### config.mk
export PLATFORM = sky130hd
export DESIGN_NAME = seg_splitter
export DESIGN_NICKNAME = d
export VERILOG_FILES = /design/src/rtl/seg_pkg.sv /design/src/rtl/seg_table.sv /design/src/rtl/seg_splitter.sv
export SDC_FILE = /design/constraint.sdc
export NUM_CORES = 1
export LEC_CHECK = 0
export BUFFER_PORTS_ARGS = -buffer_cell sky130_fd_sc_hd__buf_2
export CELL_PAD_IN_SITES_DETAIL_PLACEMENT = 1
export CELL_PAD_IN_SITES_GLOBAL_PLACEMENT = 1
export CORE_AREA = 2 2 120 122
export CTS_CLUSTER_SIZE = 40
export DETAILED_ROUTE_END_ITERATION = 10
export DIE_AREA = 0 0 122 124
export GPL_ROUTABILITY_DRIVEN = 0
export PLACE_DENSITY = 0.8
export SLEW_MARGIN = 30
export SYNTH_ARGS = -nofsm -noshare
export SYNTH_HDL_FRONTEND = slang
export SYNTH_HIERARCHICAL = 1
export SYNTH_SLANG_ARGS = --single-unit
### constraint.sdc
create_clock -name clk -period 8.41 [get_ports clk]
set_input_delay 0.4205 -clock clk [delete_from_list [all_inputs] [get_ports clk]]
set_output_delay 0.4205 -clock clk [all_outputs]
set_load 0.1 [all_outputs]
### src/rtl/seg_pkg.sv
// Shared types and constants for the shape splitter.
// Shape/kind/state encodings, primitive counts, default widths.
package seg_pkg;

    localparam int X_W_DEF     = 10;
    localparam int Y_W_DEF     = 9;
    localparam int COLOR_W_DEF = 16;

    typedef enum logic [1:0] {
        LINE   = 2'b00,
        CIRCLE = 2'b01,
        TRI    = 2'b10,
        SQUARE = 2'b11
    } shape_t;

    typedef enum logic {
        KIND_SEG    = 1'b0,
        KIND_CIRCLE = 1'b1
    } kind_t;

    typedef enum logic {
        IDLE = 1'b0,
        EMIT = 1'b1
    } state_t;

    localparam logic [2:0] LINE_CNT   = 3'd1;
    localparam logic [2:0] CIRCLE_CNT = 3'd1;
    localparam logic [2:0] TRI_CNT    = 3'd3;
    localparam logic [2:0] SQUARE_CNT = 3'd4;

    // Index of the final primitive of a shape.
    function automatic logic [1:0] last_idx(shape_t s);
        logic [2:0] n;
        n = LINE_CNT;
        unique case (s)
            LINE:   n = LINE_CNT;
            CIRCLE: n = CIRCLE_CNT;
            TRI:    n = TRI_CNT;
            SQUARE: n = SQUARE_CNT;
        endcase
        n = n - 3'd1;
        return n[1:0];
    endfunction

endpackage

### src/rtl/seg_table.sv
// Combinational decomposition of a shape into two-point primitives.
// In: shape, idx, pts {P2,P1,P0}. Out: seg {start,end}, kind, last.
module seg_table
    import seg_pkg::*;
#(
    parameter int X_W = X_W_DEF,
    parameter int Y_W = Y_W_DEF,
    localparam int PT_W = X_W + Y_W
) (
    input  shape_t              shape,
    input  logic [1:0]          idx,
    input  logic [3*PT_W-1:0]   pts,
    output logic [2*PT_W-1:0]   seg,
    output kind_t               kind,
    output logic                last
);

    logic [PT_W-1:0] p0;
    logic [PT_W-1:0] p1;
    logic [PT_W-1:0] p2;
    logic [PT_W-1:0] pb;
    logic [PT_W-1:0] pd;

    assign p0 = pts[0*PT_W +: PT_W];
    assign p1 = pts[1*PT_W +: PT_W];
    assign p2 = pts[2*PT_W +: PT_W];

    // Remaining square corners: B=(x1,y0), D=(x0,y1).
    assign pb = {p1[PT_W-1 -: X_W], p0[Y_W-1:0]};
    assign pd = {p0[PT_W-1 -: X_W], p1[Y_W-1:0]};

    always_comb begin
        seg  = {p0, p1};
        kind = KIND_SEG;
        unique case (shape)
            LINE: begin
                seg = {p0, p1};
            end
            CIRCLE: begin
                kind = KIND_CIRCLE;
            end
            TRI: begin
                unique case (idx)
                    2'd1:    seg = {p1, p2};
                    2'd2:    seg = {p2, p0};
                    default: seg = {p0, p1};
                endcase
            end
            SQUARE: begin
                unique case (idx)
                    2'd0: seg = {p0, pb};
                    2'd1: seg = {pb, p1};
                    2'd2: seg = {p1, pd};
                    2'd3: seg = {pd, p0};
                endcase
            end
        endcase
    end

    assign last = (idx == last_idx(shape));

endmodule

### src/rtl/seg_splitter.sv
// Splits a shape descriptor into a stream of registered primitives.
// In: descriptor over in_valid/in_ready, flush. Out: primitive stream.
module seg_splitter
    import seg_pkg::*;
#(
    parameter int X_W     = X_W_DEF,
    parameter int Y_W     = Y_W_DEF,
    parameter int COLOR_W = COLOR_W_DEF,
    localparam int PT_W   = X_W + Y_W
) (
    input  logic                clk,
    input  logic                n_rst,
    input  logic                flush,
    input  logic                in_valid,
    output logic                in_ready,
    input  logic [1:0]          in_shape,
    input  logic [3*PT_W-1:0]   in_pts,
    input  logic [COLOR_W-1:0]  in_color,
    output logic                out_valid,
    input  logic                out_ready,
    output logic [2*PT_W-1:0]   out_seg,
    output logic                out_kind,
    output logic [COLOR_W-1:0]  out_color,
    output logic                out_last
);

    state_t            state_q;
    state_t            state_d;
    logic [1:0]        idx_q;
    logic [1:0]        idx_d;
    shape_t            shape_q;
    logic [3*PT_W-1:0] pts_q;

    logic              valid_d;
    logic              last_d;
    logic              load;
    logic              hs;
    logic              accept;
    logic              advance;

    shape_t            tbl_shape;
    logic [1:0]        tbl_idx;
    logic [3*PT_W-1:0] tbl_pts;
    logic [2*PT_W-1:0] tbl_seg;
    kind_t             tbl_kind;
    logic              tbl_last;

    assign hs       = out_valid && out_ready;
    assign in_ready = !flush && (state_q == IDLE || (hs && out_last));
    assign accept   = in_valid && in_ready;
    assign advance  = hs && !out_last && !flush;

    // The table looks one primitive ahead so outputs can be registered:
    // either primitive 0 of the incoming shape or idx+1 of the current one.
    assign tbl_shape = accept ? shape_t'(in_shape) : shape_q;
    assign tbl_idx   = accept ? 2'd0 : idx_q + 2'd1;
    assign tbl_pts   = accept ? in_pts : pts_q;

    seg_table #(
        .X_W (X_W),
        .Y_W (Y_W)
    ) u_table (
        .shape (tbl_shape),
        .idx   (tbl_idx),
        .pts   (tbl_pts),
        .seg   (tbl_seg),
        .kind  (tbl_kind),
        .last  (tbl_last)
    );

    always_comb begin
        state_d = state_q;
        idx_d   = idx_q;
        valid_d = out_valid;
        last_d  = out_last;
        load    = 1'b0;
        if (flush) begin
            state_d = IDLE;
            idx_d   = 2'd0;
            valid_d = 1'b0;
            last_d  = 1'b0;
        end else if (accept) begin
            state_d = EMIT;
            idx_d   = 2'd0;
            valid_d = 1'b1;
            last_d  = tbl_last;
            load    = 1'b1;
        end else if (advance) begin
            idx_d   = tbl_idx;
            last_d  = tbl_last;
            load    = 1'b1;
        end else if (hs) begin
            state_d = IDLE;
            idx_d   = 2'd0;
            valid_d = 1'b0;
            last_d  = 1'b0;
        end
    end

    always_ff @(posedge clk or negedge n_rst) begin
        if (!n_rst) begin
            state_q   <= IDLE;
            idx_q     <= 2'd0;
            out_valid <= 1'b0;
            out_last  <= 1'b0;
        end else begin
            state_q   <= state_d;
            idx_q     <= idx_d;
            out_valid <= valid_d;
            out_last  <= last_d;
        end
    end

    always_ff @(posedge clk or negedge n_rst) begin
        if (!n_rst) begin
            shape_q   <= LINE;
            pts_q     <= '0;
            out_color <= '0;
        end else if (accept) begin
            shape_q   <= shape_t'(in_shape);
            pts_q     <= in_pts;
            out_color <= in_color;
        end
    end

    always_ff @(posedge clk or negedge n_rst) begin
        if (!n_rst) begin
            out_seg  <= '0;
            out_kind <= 1'b0;
        end else if (load) begin
            out_seg  <= tbl_seg;
            out_kind <= tbl_kind;
        end
    end

endmodule

==> out/metrics.yaml, run 1 <==
vdd_drop_max_mv: 0.188
start_util_pct: 46.2
die_x_um: 122
core.rowCount: 43
io_buffers: 137
drc: 0
globalRouteMet2Util_pct: 39.6
synth.largest_area_cell: "dfrtp_1"
synth_area_per_cell_um2: 12.1
post-route-period-util_pct: 45.4
reg2regPathDepth: 10
numCtsBuffers: 17
syn_nets: 609
cp.arrival_ns: 4.11
outcome: "completed"
core_um2: 13700
clock_sinks: 118
antenna_left: 0
finClkSkew_ns: 0.00541
drtIter0Drc: 368
crit_path_start_kind: "register"
tightest_slew_ns: 0.974
r2r_slack_ns: 4.60
wl_per_cell_um: 20.4
critPathLaunch: "state_q"
busiest_layer: "met2"
dpl.hpwl_mm: 11.1
grt_pass1_vias: 5248
overflow: 0
finalSetupTns_ns: 0
die_h_um: 124
syn2layout_area_growth_pct: 19.4
dpl_cell_area_um2: 7030
dp_cells: 805
dr.pass1.iters: 6
final_cells: 836
hold_viol_final: 0
drv_cap: 0
clk_pin_slew_ns: 0.05
gr-usage-met3_pct: 6.23
grt_max_degree: 84
p_leak_nw: 3.36
use_met1_pct: 29.0
p_per_area_nw_per_um2: 390
grt_antenna_before_repair: 0
cts_setup_buffers: 0
reg2reg_to: "out_seg[1]"
holdCritPathClass: "input pin to register"
htreeDepth: 4
finalNetCount: 729
fmax_mhz: 262
r2r-start: "state_q"
cts_root_buf: "clkbuf_16"
tritoncts: "done"
totalWireLength_mm: 17.0
end_kind: "register"
grt_pass1_wl_mm: 27.5
synth_area_um2: 6340
synth-seq-cells: 118
drive_above_1_share_pct: 45.0
path_class: "register to register"
period_needed_ns: 3.81
critPathMaxFanout: 43
seq_area_frac_synth_pct: 46.5
crit_path_end: "out_seg[1]"
final_cell_mix: "buf_2 (136), dfrtp_1 (118), mux2_2 (85)"
synth.distinct_cells: 43
antenna-diode-count: 0
cts_buffer_depth: 2
clk_latency_ns: 0.42
finalMaxSlewViolations: 0
final_common_cell: "buf_2"
vias_per_cell: 5.88
final_area_um2: 7580
setup-violations-final: 0
vias: 4918
yosysWarningCount: 6
slew_headroom_pct: 35.1
pin_count: 138
die_area_um2: 15100
ys_top_cells_by_area: "dfrtp_1 (47%), mux2_2 (15%), mux2_4 (6.9%)"
synthCells: 525
rsz0062_at_grt: "false"
required_ns: 8.71
grt_usage_pct: 23.7
report.power.total_mw: 2.95
synth_top_area_share_pct: 46.5
synth_stat cells:
cell type	count
a21boi_4	1
inv_2	1
nor4bb_1	1
o21ai_2	1
and2b_1	1
dfrtp_1	118
nor2_1	26
o21ai_0	18
nor2b_4	1
a221o_1	38
buf_8	1
a211oi_4	1
o31ai_1	1
clkbuf_1	6
nand2b_4	1
nor3_4	2
nand3_1	20
a211oi_1	28
o21ai_1	3
nand2b_1	2
nand3b_1	2
nor3b_4	1
o21ai_4	1
buf_1	1
clkbuf_2	1
buf_6	7
nor2_4	1
buf_2	17
inv_1	22
nor2_2	1
nand2_1	4
mux2_4	29
a21oi_1	21
nor2b_1	2
nand4b_1	1
buf_4	10
mux2_2	85
or3_1	1
ha_1	4
xnor2_1	2
a31oi_1	2
nor3b_1	1
a22oi_1	38
cells by family (layout without fill, tap and decap cells):
family | Yosys count | count (layout) | share of synthesized area (%)
AOI/OAI and AO/OA | 153 | 153 | 18.4
xor gates and xnor gates | 2 | 2 | 0.276
adders and majority gates | 4 | 4 | 0.789
buffers and inverters | 66 | 197 | 5.86
DFF | 118 | 118 | 46.5
muxes | 114 | 114 | 22.0
and+or+nand+nor | 68 | 68 | 6.13
worst max-delay path: stages, from the launching register on:
cell,delay (ns)
dfrtp_1,0.51
a21boi_4,0.29
nor3_4,0.07
nor2_4,0.73
inv_1,0.24
ha_1,0.43
buf_4,0.33
nor2_4,0.18
o21ai_2,0.17
a221o_1,0.46
mux2_2,0.27
registers in the layout (all words and copies together) (netlist names):
name / flops
out_color: 16
idx_q: 2
pts_q: 57
out_last: 1
out_kind: 1
state_q: 1
out_seg: 38
shape_q: 2
layout make-up:
class,count,area (µm²)
Clock buffer,25,475
Clock inverter,5,50.0
Fill cell,1488,6140
Inverter,23,86.3
Multi-Input combinational cell,341,3040
Sequential cell,118,2950
Tap cell,180,225
Timing Repair Buffer,144,747
what timing repair did:
item / 4_1_cts / 5_1_grt
hold buffers: 1 / 0
resized for setup: 0 / 0
endpoints found under the setup margin: 0 / 0
endpoints found under the hold margin: 35 / 0
routing by layer:
| layer | up-vias | wire length, µm |
|---|---|---|
| met1 | 2470 | 6890 |
| met2 | 185 | 8620 |
| met4 | 0 | 460 |
| li1 | 2225 | - |
| met3 | 38 | 1070 |
| met5 | - | 0 |
report_power, final:
group,internal (mW),switching (mW)
registers,0.731,0.0809
logic,0.347,1.14
clock network,0.415,0.239
total,1.49,1.46
stage by stage:
| step | hold slack, ns | setup WS [ns] | util, % |
|---|---|---|---|
| global route | 0.223 | 4.38 | 55.2 |
| finish | 0.231 | 4.60 | 55.2 |
| floorplan | 0.125 | 4.66 | - |
| CTS | 0.215 | 4.35 | 55.1 |
| detailed placement | 0.397 | 4.40 | 51.2 |
| global placement | 0.394 | 4.57 | 51.2 |
worst min-delay path by stage:
stage | startpoint | to | slack (ns) | depth (start not counted)
3_3_place_gp | n_rst | pts_q[51] | 0.39 | 1
2_1_floorplan | n_rst | idx_q[0] | 0.12 | 0
4_1_cts | in_color[3] | out_color[3] | 0.22 | 2
3_5_place_dp | n_rst | pts_q[32] | 0.40 | 1
6_report | in_color[1] | out_color[1] | 0.23 | 2
5_1_grt | in_color[3] | out_color[3] | 0.22 | 2
Power figures use the tool's default switching activity.
==> run 2: changes to the inputs <==
ABC_AREA = 1   (was default)
CORE_AREA = 2 2 139 141   (was 2 2 120 122)
DIE_AREA = 0 0 141 143   (was 0 0 122 124)
PLACE_DENSITY = 0.72   (was 0.8)
clock period = 3.1 ns   (was 8.41 ns; I/O delays follow)
==> out/metrics.yaml, run 2 <==
outcome: "completed"  # unchanged
yosys.area_share.adder_pct: 0.777  # was 0.789%
whs_endpoint: "pts_q[40]"  # was out_color[1]
report.power.total_mw: 6.94  # was 2.95 mW
synth_area_um2: 6440  # was 6340 µm²
synth-seq-cells: 118  # unchanged
clock_sinks: 118  # unchanged
clk_pin_slew_ns: 0.06  # was 0.05 ns
start_util_pct: 34.7  # was 46.2%
core.rowCount: 50  # was 43
synth-edff-count: 0  # unchanged
path_class: "register to register"  # unchanged
dpl_cell_area_um2: 7350  # was 7030 µm²
cp.arrival_ns: 3.13  # was 4.11 ns
yosys.area_share.xor_xnor_pct: 0.272  # was 0.276%
synth-async-reset-ratio_pct: 100  # unchanged
cts_buffer_depth: 2  # unchanged
totalWireLength_mm: 24.8  # was 17.0 mm
hold_viol_final: 0  # unchanged
p_seq_share_pct: 29.0  # was 27.5%
p_switching_mw: 3.34  # was 1.46 mW
vias_per_cell: 5.20  # was 5.88
cts_setup_buffers: 0  # unchanged
crit_path_start_kind: "register"  # unchanged
die_x_um: 141  # was 122 µm
dr.pass1.iters: 5  # was 6
reg2reg_to: "out_seg[5]"  # was out_seg[1]
synthMuxAreaShare_pct: 0  # was 22.0%
synth.distinct_cells: 25  # was 43
cts_resized: 0  # unchanged
rsz0062_at_grt: "false"  # unchanged
holdCritPathClass: "input pin to register"  # unchanged
period_needed_ns: 2.77  # was 3.81 ns
tritoncts: "done"  # unchanged
reg2regPathDepth: 13  # was 10
end_kind: "register"  # unchanged
final_area_um2: 8120  # was 7580 µm²
syn_nets: 1005  # was 609
synth.largest_area_cell: "dfrtp_1"  # unchanged
critPathMaxFanout: 9  # was 43
regMostFlops: "pts_q"  # unchanged
swShare_pct: 48.2  # was 49.4%
drive_above_1_share_pct: 19.3  # was 45.0%
grt_antenna_before_repair: 0  # unchanged
vias: 6778  # was 4918
intPower_mw: 3.60  # was 1.49 mW
wl_per_cell_um: 19.0  # was 20.4 µm
slew_headroom_pct: 53.3  # was 35.1%
ys_top_cells_by_area: "dfrtp_1 (46%), nand2_1 (25%), nand3_1 (15%)"  # was dfrtp_1 (47%), mux2_2 (15%), mux2_4 (6.9%)
setup_ws_ns: 0.329  # was 4.60 ns
synth_top_family_by_area: "simple AND/OR/NAND/NOR gates"  # was multiplexers
r2r-start: "out_last"  # was state_q
dpl.hpwl_mm: 17.1  # was 11.1 mm
yosysWarningCount: 6  # unchanged
critPathLaunch: "out_last"  # was state_q
r2r_slack_ns: 0.33  # was 4.60 ns
p_per_area_nw_per_um2: 855  # was 390 nW/µm²
pin_count: 138  # unchanged
overflow: 0  # unchanged
final_util_pct: 43.7  # was 55.2%
antenna-diode-count: 0  # unchanged
core_um2: 18600  # was 13700 µm²
final_common_cell: "nand2_1"  # was buf_2
finalSetupTns_ns: 0  # unchanged
reg.largest.list: "pts_q (57), out_seg (38), out_color (16)"  # unchanged
grt_pass1_wl_mm: 39.4  # was 27.5 mm
grt_pass1_vias: 6828  # was 5248
finClkSkew_ns: 0.0108  # was 0.00541 ns
syn2layout_area_growth_pct: 26.0  # was 19.4%
synth_area_per_cell_um2: 7.00  # was 12.1 µm²
grt_max_degree: 69  # was 84
tightest_slew_ns: 0.701  # was 0.974 ns
synthCells: 921  # was 525
power_frac_clock_pct: 29.0  # was 22.2%
seq_area_frac_synth_pct: 45.8  # was 46.5%
yosysMostFrequentCell: "nand2_1"  # was dfrtp_1
die_h_um: 143  # was 124 µm
min-delay-start: "in_pts[40]"  # was in_color[1]
synth_compound_area_share_pct: 1.40  # was 18.4%
fmax_mhz: 361  # was 262 MHz
min_delay_path_depth: 3  # was 2
grt_usage_pct: 25.7  # was 23.7%
clk_latency_ns: 0.42  # about the same
required_ns: 3.46  # was 8.71 ns
die_area_um2: 20200  # was 15100 µm²
finalMaxSlewViolations: 0  # unchanged
setup-violations-final: 0  # unchanged
largest_reg_flops: 57  # unchanged
drtIter0Drc: 454  # was 368
synth_top_area_share_pct: 45.8  # was 46.5%
final_cell_mix: "nand2_1 (431), nand3_1 (195), buf_2 (136)"  # was buf_2 (136), dfrtp_1 (118), mux2_2 (85)
antenna_left: 0  # unchanged
p_comb_share_pct: 42.1  # was 50.4%
ys.flop_type: "dfrtp_1"  # unchanged
vdd_drop_max_mv: 0.495  # was 0.188 mV
p_leak_nw: 4.44  # was 3.36 nW
drv_cap: 0  # unchanged
numCtsBuffers: 17  # unchanged
htreeDepth: 4  # unchanged
synthSimpleGateAreaFrac_pct: 45.3  # was 6.13%
io_buffers: 137  # unchanged
finalNetCount: 1140  # was 729
synthTopCellsByCount: "nand2_1 (431), nand3_1 (195), dfrtp_1 (118)"  # was dfrtp_1 (118), mux2_2 (85), a221o_1 (38), a22oi_1 (38), mux2_4 (29)
post-route-period-util_pct: 89.4  # was 45.4%
drc: 0  # unchanged
dp_slack_ns: 0.419  # was 4.40 ns
cts_root_buf: "clkbuf_16"  # unchanged
[run 2: cell count changes after synthesis, moves of 10 or more]
cell	delta
a21oi_1	-11
mux2_4	-29
a221o_1	-38
buf_2	+18
nand4_1	+16
nor2_1	+21
o21ai_0	-16
clkbuf_1	+10
nand3_1	+175
mux2_2	-85
a211oi_1	-28
nand2_1	+427
a22oi_1	-38
[run 2: critical path, cell delays in order (launching register included)]
cell and delay [ns]:
dfrtp_2 0.42, nand2_1 0.13, nand2_1 0.14, nand3_4 0.11, nand2_1 0.06, inv_1 0.19
inv_1 0.16, ha_1 0.36, o21ai_1 0.51, buf_4 0.29, nand2_1 0.06, nand4_1 0.13
nand2_1 0.07, nand2_1 0.07
[run 2: cell type report]
| type | instances | area [µm²] |
|---|---|---|
| Multi-Input combinational cell | 716 | 3090 |
| Inverter | 25 | 93.8 |
| Clock inverter | 15 | 166 |
| Clock buffer | 17 | 425 |
| Timing Repair Buffer | 178 | 1090 |
| Sequential cell | 118 | 2960 |
| Fill cell | 2419 | 10500 |
| Tap cell | 234 | 293 |
[run 2: power by group through the flow]
stage	registers, mW	clock network, mW	logic, mW
5_1_grt	2.04	2.12	3.09
4_1_cts	2.01	2.05	2.92
2_1_floorplan	3.34	0	0.860
6_report	2.01	2.01	2.92
3_5_place_dp	2.04	0	2.88
3_3_place_gp	2.03	0	2.86
[run 2: kinds of logic after synthesis]
logic type | after synthesis
and+or+nand+nor | 695
adders and majority gates | 4
AOI/OAI and AO/OA | 15
DFF | 118
xor gates and xnor gates | 2
buffers and inverters | 87
[run 2: what timing repair did]
| action | in CTS | in global routing |
|---|---|---|
| hold endpoints to repair | 67 | 0 |
| hold buffers | 18 | 0 |
| endpoints found under the setup margin | 0 | 0 |
[run 2: worst max-delay path by stage]
| stage | endpoint | slack [ns] |
|---|---|---|
| floorplan | out_seg[1] | 0.25 |
| global placement | out_seg[6] | 0.57 |
| detailed placement | out_seg[6] | 0.42 |
| CTS | out_seg[5] | 0.36 |
| global route | out_seg[5] | 0.09 |
| finish | out_seg[5] | 0.33 |
[run 2: layer usage]
| layer | global-route usage, % | up-vias | share of wire [%] |
|---|---|---|---|
| li1 | - | 3237 | - |
| met5 | 0 | - | 0 |
| met4 | 8.68 | 0 | 2.6 |
| met1 | 35.8 | 3292 | 46 |
| met2 | 40.2 | 218 | 45 |
| met3 | 5.06 | 31 | 5.8 |
[run 2: stage by stage]
| stage | std cells | hold slack (ns) |
|---|---|---|
| 5_1_grt | 1303 | 0.0407 |
| 3_3_place_gp | 1253 | 0.243 |
| 6_report | 1303 | 0.0356 |
| 4_1_cts | 1303 | 0.0264 |
| 3_5_place_dp | 1253 | 0.247 |
| 2_1_floorplan | 921 | -0.141 |
==> run 3: changes to the inputs <==
GPL_TIMING_DRIVEN = 0   (was default)
==> out/metrics.yaml, run 3 (same netlist as run 2, synthesis figures left out) <==
p_per_area_nw_per_um2: 843  # was 855 nW/µm²
critPathMostFrequentCell: "nand2_1"  # unchanged
post-route-period-util_pct: 93.5  # was 89.4%
period_needed_ns: 2.90  # was 2.77 ns
drtIter0Drc: 399  # was 454
htreeDepth: 4  # unchanged
antenna_left: 0  # unchanged
regMostFlops: "pts_q"  # unchanged
cts_buffer_depth: 2  # unchanged
totalWireLength_mm: 25.2  # was 24.8 mm
antenna-diode-count: 0  # unchanged
path_cells: "nand2_1, nand2_1, nand3_2, buf_8, nand2_1, inv_2, inv_1, ha_1, buf_2, clkinvlp_4, nor2_4, buf_4, nand2_1, nand4_1, nand2_1, nand2_1"  # was nand2_1, nand2_1, nand3_4, nand2_1, inv_1, inv_1, ha_1, o21ai_1, buf_4, nand2_1, nand4_1, nand2_1, nand2_1
clock_sinks: 118  # unchanged
worst_path_max_delay_cell: "dfrtp_2"  # was o21ai_1
holdCritPathClass: "input pin to register"  # unchanged
reg.largest.list: "pts_q (57), out_seg (38), out_color (16)"  # unchanged
drive_above_1_share_pct: 21.3  # was 19.3%
cp.arrival_ns: 3.26  # was 3.13 ns
p_leak_nw: 4.53  # was 4.44 nW
clk_pin_slew_ns: 0.06  # about the same
critPathMaxFanout: 19  # was 9
slowest_delay_ns: 0.42  # was 0.51 ns
syn2layout_area_growth_pct: 28.7  # was 26.0%
tritoncts: "done"  # unchanged
grt_usage_pct: 25.8  # was 25.7%
die_x_um: 141  # unchanged
hold_ws_ns: 0.0264  # was 0.0356 ns
outcome: "completed"  # unchanged
vias: 6950  # was 6778
numCtsBuffers: 17  # unchanged
wl_per_cell_um: 18.8  # was 19.0 µm
min_delay_path_depth: 3  # unchanged
grt_max_degree: 74  # was 69
vias_per_cell: 5.17  # was 5.20
final_common_cell: "nand2_1"  # unchanged
fmax_mhz: 345  # was 361 MHz
dr.pass1.iters: 5  # unchanged
finalNetCount: 1181  # was 1140
required_ns: 3.46  # about the same
die_h_um: 143  # unchanged
finalMaxSlewViolations: 0  # unchanged
final_cell_mix: "nand2_1 (431), nand3_1 (195), buf_2 (168)"  # was nand2_1 (431), nand3_1 (195), buf_2 (136)
drv_cap: 0  # unchanged
slew_headroom_pct: 57.4  # was 53.3%
reg2regPathDepth: 16  # was 13
grt_pass1_wl_mm: 39.8  # was 39.4 mm
dp_cells: 1292  # was 1253
pin_count: 138  # unchanged
crit_path_start_kind: "register"  # unchanged
tightest_slew_ns: 0.638  # was 0.701 ns
die_area_um2: 20200  # unchanged
start_util_pct: 34.7  # unchanged
finClkSkew_ns: 0.0148  # was 0.0108 ns
core.rowCount: 50  # unchanged
drc: 0  # unchanged
dpl.hpwl_mm: 18.5  # was 17.1 mm
grt_pass1_vias: 7095  # was 6828
grt_antenna_before_repair: 0  # unchanged
path_class: "register to register"  # unchanged
setup-violations-final: 0  # unchanged
vdd_drop_max_mv: 0.551  # was 0.495 mV
largest_reg_flops: 57  # unchanged
clk_latency_ns: 0.43  # was 0.42 ns
core_um2: 18600  # unchanged
io_buffers: 136  # was 137
final_cells: 1344  # was 1303
hold_viol_final: 0  # unchanged
overflow: 0  # unchanged
cts_root_buf: "clkbuf_16"  # unchanged
end_kind: "register"  # unchanged
run 3: worst paths after layout:
check	start	end	slack (ns)
max	out_last	out_seg[8]	0.20
min	in_shape[1]	shape_q[1]	0.03
max reg2reg	out_last	out_seg[8]	0.20
min reg2reg	out_color[0]	out_color[0]	0.48
max in group asynchronous	n_rst	out_last	2.17
min in group asynchronous	n_rst	out_seg[23]	0.21
run 3: area by class of cell:
cell class | count | area (µm²)
Fill cell | 2404 | 10300
Multi-Input combinational cell | 716 | 3090
Buffer | 61 | 329
Sequential cell | 118 | 2960
Tap cell | 234 | 293
Clock inverter | 12 | 151
Timing Repair Buffer | 158 | 921
Clock buffer | 20 | 457
Inverter | 25 | 97.6
run 3: repair_timing:
item	in CTS	in global routing
setup endpoints to repair	33	13
endpoints found under the hold margin	62	0
gates resized for setup	7	4
hold buffers	18	0
buffers inserted	0	3
run 3: per-layer routing:
| metal | wire length (µm) | part of all wire [%] | vias to the layer above | global-route usage (%) |
|---|---|---|---|---|
| met1 | 11700 | 46 | 3409 | 35.0 |
| met2 | 11600 | 46 | 199 | 41.2 |
| met3 | 1290 | 5.1 | 33 | 4.56 |
| li1 | - | - | 3309 | - |
| met4 | 707 | 2.8 | 0 | 10.4 |
| met5 | 0 | 0 | - | 0 |
run 3: power breakdown:
part | internal (mW) | switching, mW | leakage (nW) | total (mW)
clock network | 1.30 | 0.746 | 0.284 | 2.05
logic | 0.555 | 2.41 | 2.76 | 2.96
registers | 1.85 | 0.133 | 1.49 | 1.98
run 3: through the flow:
stage	setup TNS (ns)	cell area [µm²]	utilization (%)	power, mW	setup slack, ns
4_1_cts	0	8260	44.4	7.01	0.0298
3_3_place_gp	-4.71	7420	39.9	4.87	-0.256
2_1_floorplan	0	6450	-	4.20	0.251
6_report	0	8290	44.6	6.99	0.201
3_5_place_dp	-6.00	7460	40.1	4.91	-0.275
5_1_grt	-0.00542	8290	44.6	7.31	-0.00397
run 3: worst max-delay path, delay by kind of cell, from the launching register on:
kind	cells	cell delay, ns
buf+inv	6	1.07
flops	1	0.42
fa+ha+maj	1	0.29
simple gates	9	1.04
